**src/rtl/vga_pkg.sv**
```systemverilog
// ---------------------------------------------------------------------------
// vga_pkg
//   Shared definitions for the VGA raster / compositing slice.
//   - Default 640x480@60 timing constants (pixels / lines).
//   - RGB222 pixel type, channel width and slice positions, BLACK constant.
//   - Output pipeline stage struct and its reset value.
//   - blend_rgb(): per-channel average used by the optional overlay blend.
// ---------------------------------------------------------------------------
package vga_pkg;

    // 640x480@60 horizontal timing (pixels)
    localparam int VGA_H_ACTIVE = 640;
    localparam int VGA_H_FP     = 16;
    localparam int VGA_H_SYNC   = 96;
    localparam int VGA_H_BP     = 48;

    // 640x480@60 vertical timing (lines)
    localparam int VGA_V_ACTIVE = 480;
    localparam int VGA_V_FP     = 10;
    localparam int VGA_V_SYNC   = 2;
    localparam int VGA_V_BP     = 33;

    // Raster counters are always this wide on the x/y ports
    localparam int CNT_W = 10;

    // RGB222 packing: {R1R0, G1G0, B1B0}
    localparam int CH_W   = 2;
    localparam int NUM_CH = 3;
    localparam int RGB_W  = CH_W * NUM_CH;
    localparam int R_LSB  = 2 * CH_W;
    localparam int G_LSB  = CH_W;
    localparam int B_LSB  = 0;

    typedef logic [RGB_W-1:0] rgb_t;

    localparam rgb_t BLACK = '0;

    // One slot of the output delay line; syncs are carried active-low
    typedef struct packed {
        rgb_t rgb;
        logic hs_n;
        logic vs_n;
    } pix_stage_t;

    localparam pix_stage_t STAGE_RESET = '{rgb: BLACK, hs_n: 1'b1, vs_n: 1'b1};

    // Per-channel (a + b) >> 1, summed one bit wider so the carry survives
    // before the shift drops the LSB.
    function automatic rgb_t blend_rgb(input rgb_t ov, input rgb_t bg);
        rgb_t            res;
        logic [CH_W:0]   sum;
        res = BLACK;
        for (int c = 0; c < NUM_CH; c++) begin
            sum = {1'b0, ov[c*CH_W +: CH_W]} + {1'b0, bg[c*CH_W +: CH_W]};
            res[c*CH_W +: CH_W] = sum[CH_W:1];
        end
        return res;
    endfunction

endpackage

```
**src/rtl/vga_sync_counter.sv**
```systemverilog
// ---------------------------------------------------------------------------
// vga_sync_counter
//   Horizontal/vertical raster counters with stage-0 timing decode.
//   Ports:
//     clk, rst       pixel clock, asynchronous active-high reset
//     x, y           current h / v count (direct from the registers)
//     frame_active   high inside the visible window (combinational)
//     hs_n, vs_n     unregistered active-low syncs for the current x/y
//     frame_tick     registered one-cycle pulse when (0,0) first appears
//     frame_count    frames since reset, wraps at 256
// ---------------------------------------------------------------------------
module vga_sync_counter
    import vga_pkg::*;
#(
    parameter int H_ACTIVE = VGA_H_ACTIVE,
    parameter int H_FP     = VGA_H_FP,
    parameter int H_SYNC   = VGA_H_SYNC,
    parameter int H_BP     = VGA_H_BP,
    parameter int V_ACTIVE = VGA_V_ACTIVE,
    parameter int V_FP     = VGA_V_FP,
    parameter int V_SYNC   = VGA_V_SYNC,
    parameter int V_BP     = VGA_V_BP
) (
    input  logic             clk,
    input  logic             rst,
    output logic [CNT_W-1:0] x,
    output logic [CNT_W-1:0] y,
    output logic             frame_active,
    output logic             hs_n,
    output logic             vs_n,
    output logic             frame_tick,
    output logic [7:0]       frame_count
);

    localparam int H_TOTAL = H_ACTIVE + H_FP + H_SYNC + H_BP;
    localparam int V_TOTAL = V_ACTIVE + V_FP + V_SYNC + V_BP;

    // Pre-sized boundaries so every compare is width-matched
    localparam logic [CNT_W-1:0] H_LAST     = CNT_W'(H_TOTAL - 1);
    localparam logic [CNT_W-1:0] V_LAST     = CNT_W'(V_TOTAL - 1);
    localparam logic [CNT_W-1:0] H_VIS      = CNT_W'(H_ACTIVE);
    localparam logic [CNT_W-1:0] V_VIS      = CNT_W'(V_ACTIVE);
    localparam logic [CNT_W-1:0] HS_FIRST   = CNT_W'(H_ACTIVE + H_FP);
    localparam logic [CNT_W-1:0] HS_LAST    = CNT_W'(H_ACTIVE + H_FP + H_SYNC - 1);
    localparam logic [CNT_W-1:0] VS_FIRST   = CNT_W'(V_ACTIVE + V_FP);
    localparam logic [CNT_W-1:0] VS_LAST    = CNT_W'(V_ACTIVE + V_FP + V_SYNC - 1);

    logic [CNT_W-1:0] h;
    logic [CNT_W-1:0] v;
    logic             h_wrap;
    logic             end_of_frame;

    assign h_wrap       = (h == H_LAST);
    assign end_of_frame = h_wrap && (v == V_LAST);

    // NOTE: state is updated with non-blocking assignments so every flop
    // samples the pre-edge values regardless of statement order.
    always_ff @(posedge clk or posedge rst) begin
        if (rst) begin
            h           <= '0;
            v           <= '0;
            frame_tick  <= 1'b0;
            frame_count <= '0;
        end else begin
            if (h_wrap) begin
                h <= '0;
                v <= (v == V_LAST) ? '0 : v + CNT_W'(1);
            end else begin
                h <= h + CNT_W'(1);
            end
            // Tick lands in the cycle where (0,0) is first visible
            frame_tick <= end_of_frame;
            if (end_of_frame) begin
                frame_count <= frame_count + 8'd1;
            end
        end
    end

    assign x            = h;
    assign y            = v;
    assign frame_active = (h < H_VIS) && (v < V_VIS);
    assign hs_n         = !((h >= HS_FIRST) && (h <= HS_LAST));
    assign vs_n         = !((v >= VS_FIRST) && (v <= VS_LAST));

endmodule

```
**src/rtl/vga_scan_mixer.sv**
```systemverilog
// ---------------------------------------------------------------------------
// vga_scan_mixer
//   Raster generator plus overlay compositor driving registered VGA pins.
//   Ports:
//     clk, rst        pixel clock, asynchronous active-high reset
//     x, y            raster position for the overlay logic
//     frame_active    visible-window flag for the overlay logic
//     overlay_rgb     overlay colour, valid with x/y
//     overlay_active  overlay covers the pixel at x/y
//     bg_rgb          background colour, valid with x/y
//     hsync, vsync    active-low syncs, registered
//     rgb             composited RGB222, registered, black when blanked
//     frame_tick      one-cycle pulse at frame start
//     frame_count     frames since reset (8-bit, wrapping)
//   PIPE_DLY (0..3) adds identical register stages after stage 1, so
//   rgb/hsync/vsync trail x/y by 1+PIPE_DLY cycles and stay aligned.
//   Optional build macro OVERLAY_BLEND_EN: overlay pixels are averaged with
//   the background per channel instead of replacing it.
// ---------------------------------------------------------------------------
module vga_scan_mixer
    import vga_pkg::*;
#(
    parameter int H_ACTIVE = VGA_H_ACTIVE,
    parameter int H_FP     = VGA_H_FP,
    parameter int H_SYNC   = VGA_H_SYNC,
    parameter int H_BP     = VGA_H_BP,
    parameter int V_ACTIVE = VGA_V_ACTIVE,
    parameter int V_FP     = VGA_V_FP,
    parameter int V_SYNC   = VGA_V_SYNC,
    parameter int V_BP     = VGA_V_BP,
    parameter int PIPE_DLY = 0
) (
    input  logic             clk,
    input  logic             rst,
    output logic [CNT_W-1:0] x,
    output logic [CNT_W-1:0] y,
    output logic             frame_active,
    input  logic [RGB_W-1:0] overlay_rgb,
    input  logic             overlay_active,
    input  logic [RGB_W-1:0] bg_rgb,
    output logic             hsync,
    output logic             vsync,
    output logic [RGB_W-1:0] rgb,
    output logic             frame_tick,
    output logic [7:0]       frame_count
);

    logic hs_n;
    logic vs_n;

    vga_sync_counter #(
        .H_ACTIVE (H_ACTIVE),
        .H_FP     (H_FP),
        .H_SYNC   (H_SYNC),
        .H_BP     (H_BP),
        .V_ACTIVE (V_ACTIVE),
        .V_FP     (V_FP),
        .V_SYNC   (V_SYNC),
        .V_BP     (V_BP)
    ) u_sync (
        .clk          (clk),
        .rst          (rst),
        .x            (x),
        .y            (y),
        .frame_active (frame_active),
        .hs_n         (hs_n),
        .vs_n         (vs_n),
        .frame_tick   (frame_tick),
        .frame_count  (frame_count)
    );

    // Stage 0: composite in the same cycle as x/y
    rgb_t       pix;
    pix_stage_t stage0;

    // NOTE: pix gets a default before any condition so no path leaves it
    // unassigned, which would otherwise infer a latch.
    always_comb begin
        pix = bg_rgb;
        if (overlay_active) begin
`ifdef OVERLAY_BLEND_EN
            pix = blend_rgb(overlay_rgb, bg_rgb);
`else
            pix = overlay_rgb;
`endif
        end
        if (!frame_active) begin
            pix = BLACK;
        end
    end

    assign stage0 = '{rgb: pix, hs_n: hs_n, vs_n: vs_n};

    // Stage 1 .. 1+PIPE_DLY: rgb and syncs travel together
    pix_stage_t pipe [0:PIPE_DLY];

    // NOTE: this array is a short chain of flops, not a RAM, so it is reset
    // like any other register; blank/idle sync levels must show on the pins
    // as soon as rst asserts.
    always_ff @(posedge clk or posedge rst) begin
        if (rst) begin
            for (int i = 0; i <= PIPE_DLY; i++) begin
                pipe[i] <= STAGE_RESET;
            end
        end else begin
            pipe[0] <= stage0;
            for (int i = 1; i <= PIPE_DLY; i++) begin
                pipe[i] <= pipe[i-1];
            end
        end
    end

    assign rgb   = pipe[PIPE_DLY].rgb;
    assign hsync = pipe[PIPE_DLY].hs_n;
    assign vsync = pipe[PIPE_DLY].vs_n;

endmodule

```
**config.mk**
```make
export PLATFORM = sky130hd
export DESIGN_NAME = vga_scan_mixer
export DESIGN_NICKNAME = d
export VERILOG_FILES = /design/src/rtl/vga_pkg.sv /design/src/rtl/vga_sync_counter.sv /design/src/rtl/vga_scan_mixer.sv
export SDC_FILE = /design/constraint.sdc
export NUM_CORES = 1
export LEC_CHECK = 0
export ABC_AREA = 0
export CELL_PAD_IN_SITES_DETAIL_PLACEMENT = 1
export CELL_PAD_IN_SITES_GLOBAL_PLACEMENT = 1
export CORE_AREA = 4 4 76 78
export DETAILED_ROUTE_END_ITERATION = 16
export DIE_AREA = 0 0 80 82
export PLACE_DENSITY = 0.84
export SLEW_MARGIN = 20
export SYNTH_ARGS = -nofsm -noshare
export SYNTH_HDL_FRONTEND = slang
export SYNTH_SLANG_ARGS = --single-unit
export TNS_END_PERCENT = 10
```
**constraint.sdc**
```tcl
create_clock -name clk -period 2.6 [get_ports clk]
set_input_delay 0.65 -clock clk [delete_from_list [all_inputs] [get_ports clk]]
set_output_delay 0.65 -clock clk [all_outputs]
set_load 0.02 [all_outputs]
```
==> summary.txt <==
Logic synthesis
  • Mux share of post-synthesis cell area: 5.69%
  • Cell taking the most area after synthesis: dfrtp_1
  • Post-synth EDFFs: 0
  • Main combinational cell family by area after synthesis: simple AND/OR/NAND/NOR gates
  • Area contributors post-synth: dfrtp_1 49%, xnor2_1 4.9%, mux2i_1 4.4%
  • Post-Synth Adder-Cell Area: 4.16%
  • Top cell type's share of synthesized area: 48.5%
  • Most numerous cell in the Yosys netlist: dfrtp_1
  • Synth top cells by count: 35 x dfrtp_1, 13 x nand2_1, 13 x nor2_1
  • Yosys cell types: 42
  • Prevailing post-synth register cell: dfrtp_1
  • Post-Synth Simple-Gate Area: 22.0%
  • Fraction of registers with async set or reset after synthesis: 100%
  • Syn Inst Count: 168
  • Synth Area in Compound Gates: 4.51%
  • XOR/XNOR share of the synthesized area: 8.25%
  • Seq cells post-synth: 37
  • Cell Area, Synth: 0.00180 mm^2
  • Average size of a mapped cell: 10.7 um^2
  • Synth Warn #: 0
  • Sequential area share after synthesis: 51.5%
  • Synth Net Count: 189

Detailed routing
  • Iteration-0 DRC Markers: 30
  • Detailed-route via count: 1464
  • Routed wire length: 4.42 mm
  • Drt via density: 4.95
  • Wire per inst: 14.9 um
  • Drt first pass iters: 4
  • # DRC: 0
  • Antenna Nets Post-Route: 0

Floorplan
  • Number of I/O pins: 53
  • Number of core rows: 26
  • Core box area: 0.00507 mm^2
  • Die H: 82 um
  • Die area: 0.00656 mm^2
  • Initial core utilization: 35.6%
  • Die width: 80 um

CTS
  • Clk sinks: 37
  • CTS buffer count: 5
  • CTS root buf: clkbuf_8
  • Clock Pin Slew Worst Setup and Hold Paths: 70 ps
  • Hold buffer count at CTS: 0
  • Worst skew pair latency: 290 ps
  • Clk buf depth: 2
  • H-tree depth: 2
  • CTS tree: yes

Final layout
  • Finished Core Util: 49.4%
  • Layout cells sized above 1: 8.85%
  • Area Growth Syn to Fin: 38.8%
  • Number of inserted diodes: 0
  • Final net count: 246

STA
  • Fin crit share: 83.8%
  • Period minus WS final: 2180 ps
  • Setup TNS Final: 0 ps
  • Worst Tran Pin Value: 547 ps
  • Clock skew: 5.30 ps
  • Fin. Hold Viols: 0
  • Max_slew headroom: 63.5%
  • Fmax achieved: 0.459 GHz
  • Max Slew Vio Count: 0
  • # setup viols final: 0
  • RSZ-0062 raised after global routing: no

Critical path
  • CP Class: reg -> reg
  • CP endpoint kind: register
  • Critical path arrival: 2350 ps
  • CP max FO: 8
  • CP Launch Type: register
  • R2r setup slk: 420 ps
  • Required @ worst endpoint: 2770 ps

GRT
  • Initial antenna violation count: 0
  • Vias in the first global route: 1575
  • Global-route wire length before repair: 7.52 mm
  • Gr ovfl total: 0
  • Largest net degree at the start of global routing: 38
  • Total Routing Usage GR: 14.8%

Pwr
  • Worst vdd ir: 0.000267 V
  • Leakage: 1.13 nW
  • Pwr/cell area: 427 mW/mm^2

Status
  • Outcome: complete, no violations

Flow run
  • Max cap viols: 0

Worst hold path
  • Hold Crit Class: reg -> reg

Placement
  • Hpwl dp: 3.19 mm
  • PortBufs: 52
  • GP Congestion: 0.760
## metal layers
metal	GRT usage, %	part of all wire, %	vias up	wire length [um]
li1	-	-	697	-
met1	18.8	43	729	1900
met2	25.2	52	30	2300
met3	3.18	3.8	8	168
met4	4.56	1.1	0	49
met5	0	0	-	0
## worst max-delay path, cell delays in order (launching register included)
cell and delay, ps:
dfrtp_1 450, inv_1 120, ha_1 150, nand4_1 100, or4_1 710, nor2_4 200
mux2_1 330
## placed cells by master, fill, tap and decap left out, types with 4 or more instances in the layout
cell	count
and3_1	4
buf_4	6
clkbuf_8	6
clkdlybuf4s50_1	51
dfrtp_1	35
ha_1	6
inv_1	7
mux2i_1	8
nand2_1	13
nand3_1	10
nand4_1	9
nor2_1	13
nor3_1	5
o21ai_0	5
xnor2_1	10
xor2_1	7
## power breakdown
part,switching (W),internal (W)
combinational,0.0000317,0.0000366
clock,0.000200,0.000216
sequential,0.00000162,0.000582
total,0.000233,0.000835
## through the flow
| step | cells | hold slack (ps) | area [um^2] | total power [W] | setup WS (ps) |
|---|---|---|---|---|---|
| finish | 296 | 471 | 2500 | 0.00107 | 420 |
| global route | 296 | 511 | 2500 | 0.00112 | 274 |
| CTS | 296 | 475 | 2500 | 0.00108 | 94.6 |
| detailed placement | 287 | 465 | 2400 | 0.000665 | 248 |
| global placement | 287 | 455 | 2400 | 0.000664 | 293 |
| floorplan | 168 | 578 | 1800 | 0.000623 | 592 |
## state kept, by name (all words and copies together) (netlist names)
signal	flops
u_sync.x	10
u_sync.y	10
u_sync.frame_count	8
rgb	6
hsync	1
u_sync.frame_tick	1
vsync	1
## cells by family after synthesis
kind of cell / count (synthesis)
AND/OR/NAND/NOR: 70
flip-flops: 37
XOR/XNOR: 17
buffers and inverters: 15
AO/OA/AOI/OAI: 13
multiplexers: 10
adder cells (fa/ha/maj): 6
## timing repair
| action | 4_1_cts | 5_1_grt |
|---|---|---|
| resized for setup | 0 | 2 |
| pin swaps | 0 | 0 |
| buffers inserted | 1 | 0 |
| endpoints found under the setup margin | 1 | 1 |
| endpoints found under the hold margin | 0 | 0 |
## worst paths after layout
kind | to | cells after the start | start
max in group asynchronous | vsync$_DFF_PP1_ | 3 | rst
worst max-delay path | u_sync.frame_count[1]$_DFFE_PP0P_ | 6 | u_sync.y[0]$_DFFE_PP0N_
worst min register to register | u_sync.frame_count[7]$_DFFE_PP0P_ | 1 | u_sync.frame_count[7]$_DFFE_PP0P_
min in group asynchronous | rgb[1]$_DFF_PP0_ | 3 | rst
worst max register to register | u_sync.frame_count[1]$_DFFE_PP0P_ | 6 | u_sync.y[0]$_DFFE_PP0N_
worst min-delay path | u_sync.frame_count[7]$_DFFE_PP0P_ | 1 | u_sync.frame_count[7]$_DFFE_PP0P_
## area by class of cell
cell class	instances	area, um^2
Sequential cell	37	928
Multi-Input combinational cell	116	805
Inverter	7	26.3
Clock buffer	8	90.1
Fill cell	583	2570
Timing Repair Buffer	58	568
Tap cell	70	87.6
No activity file was read; power rests on OpenSTA's default activity.
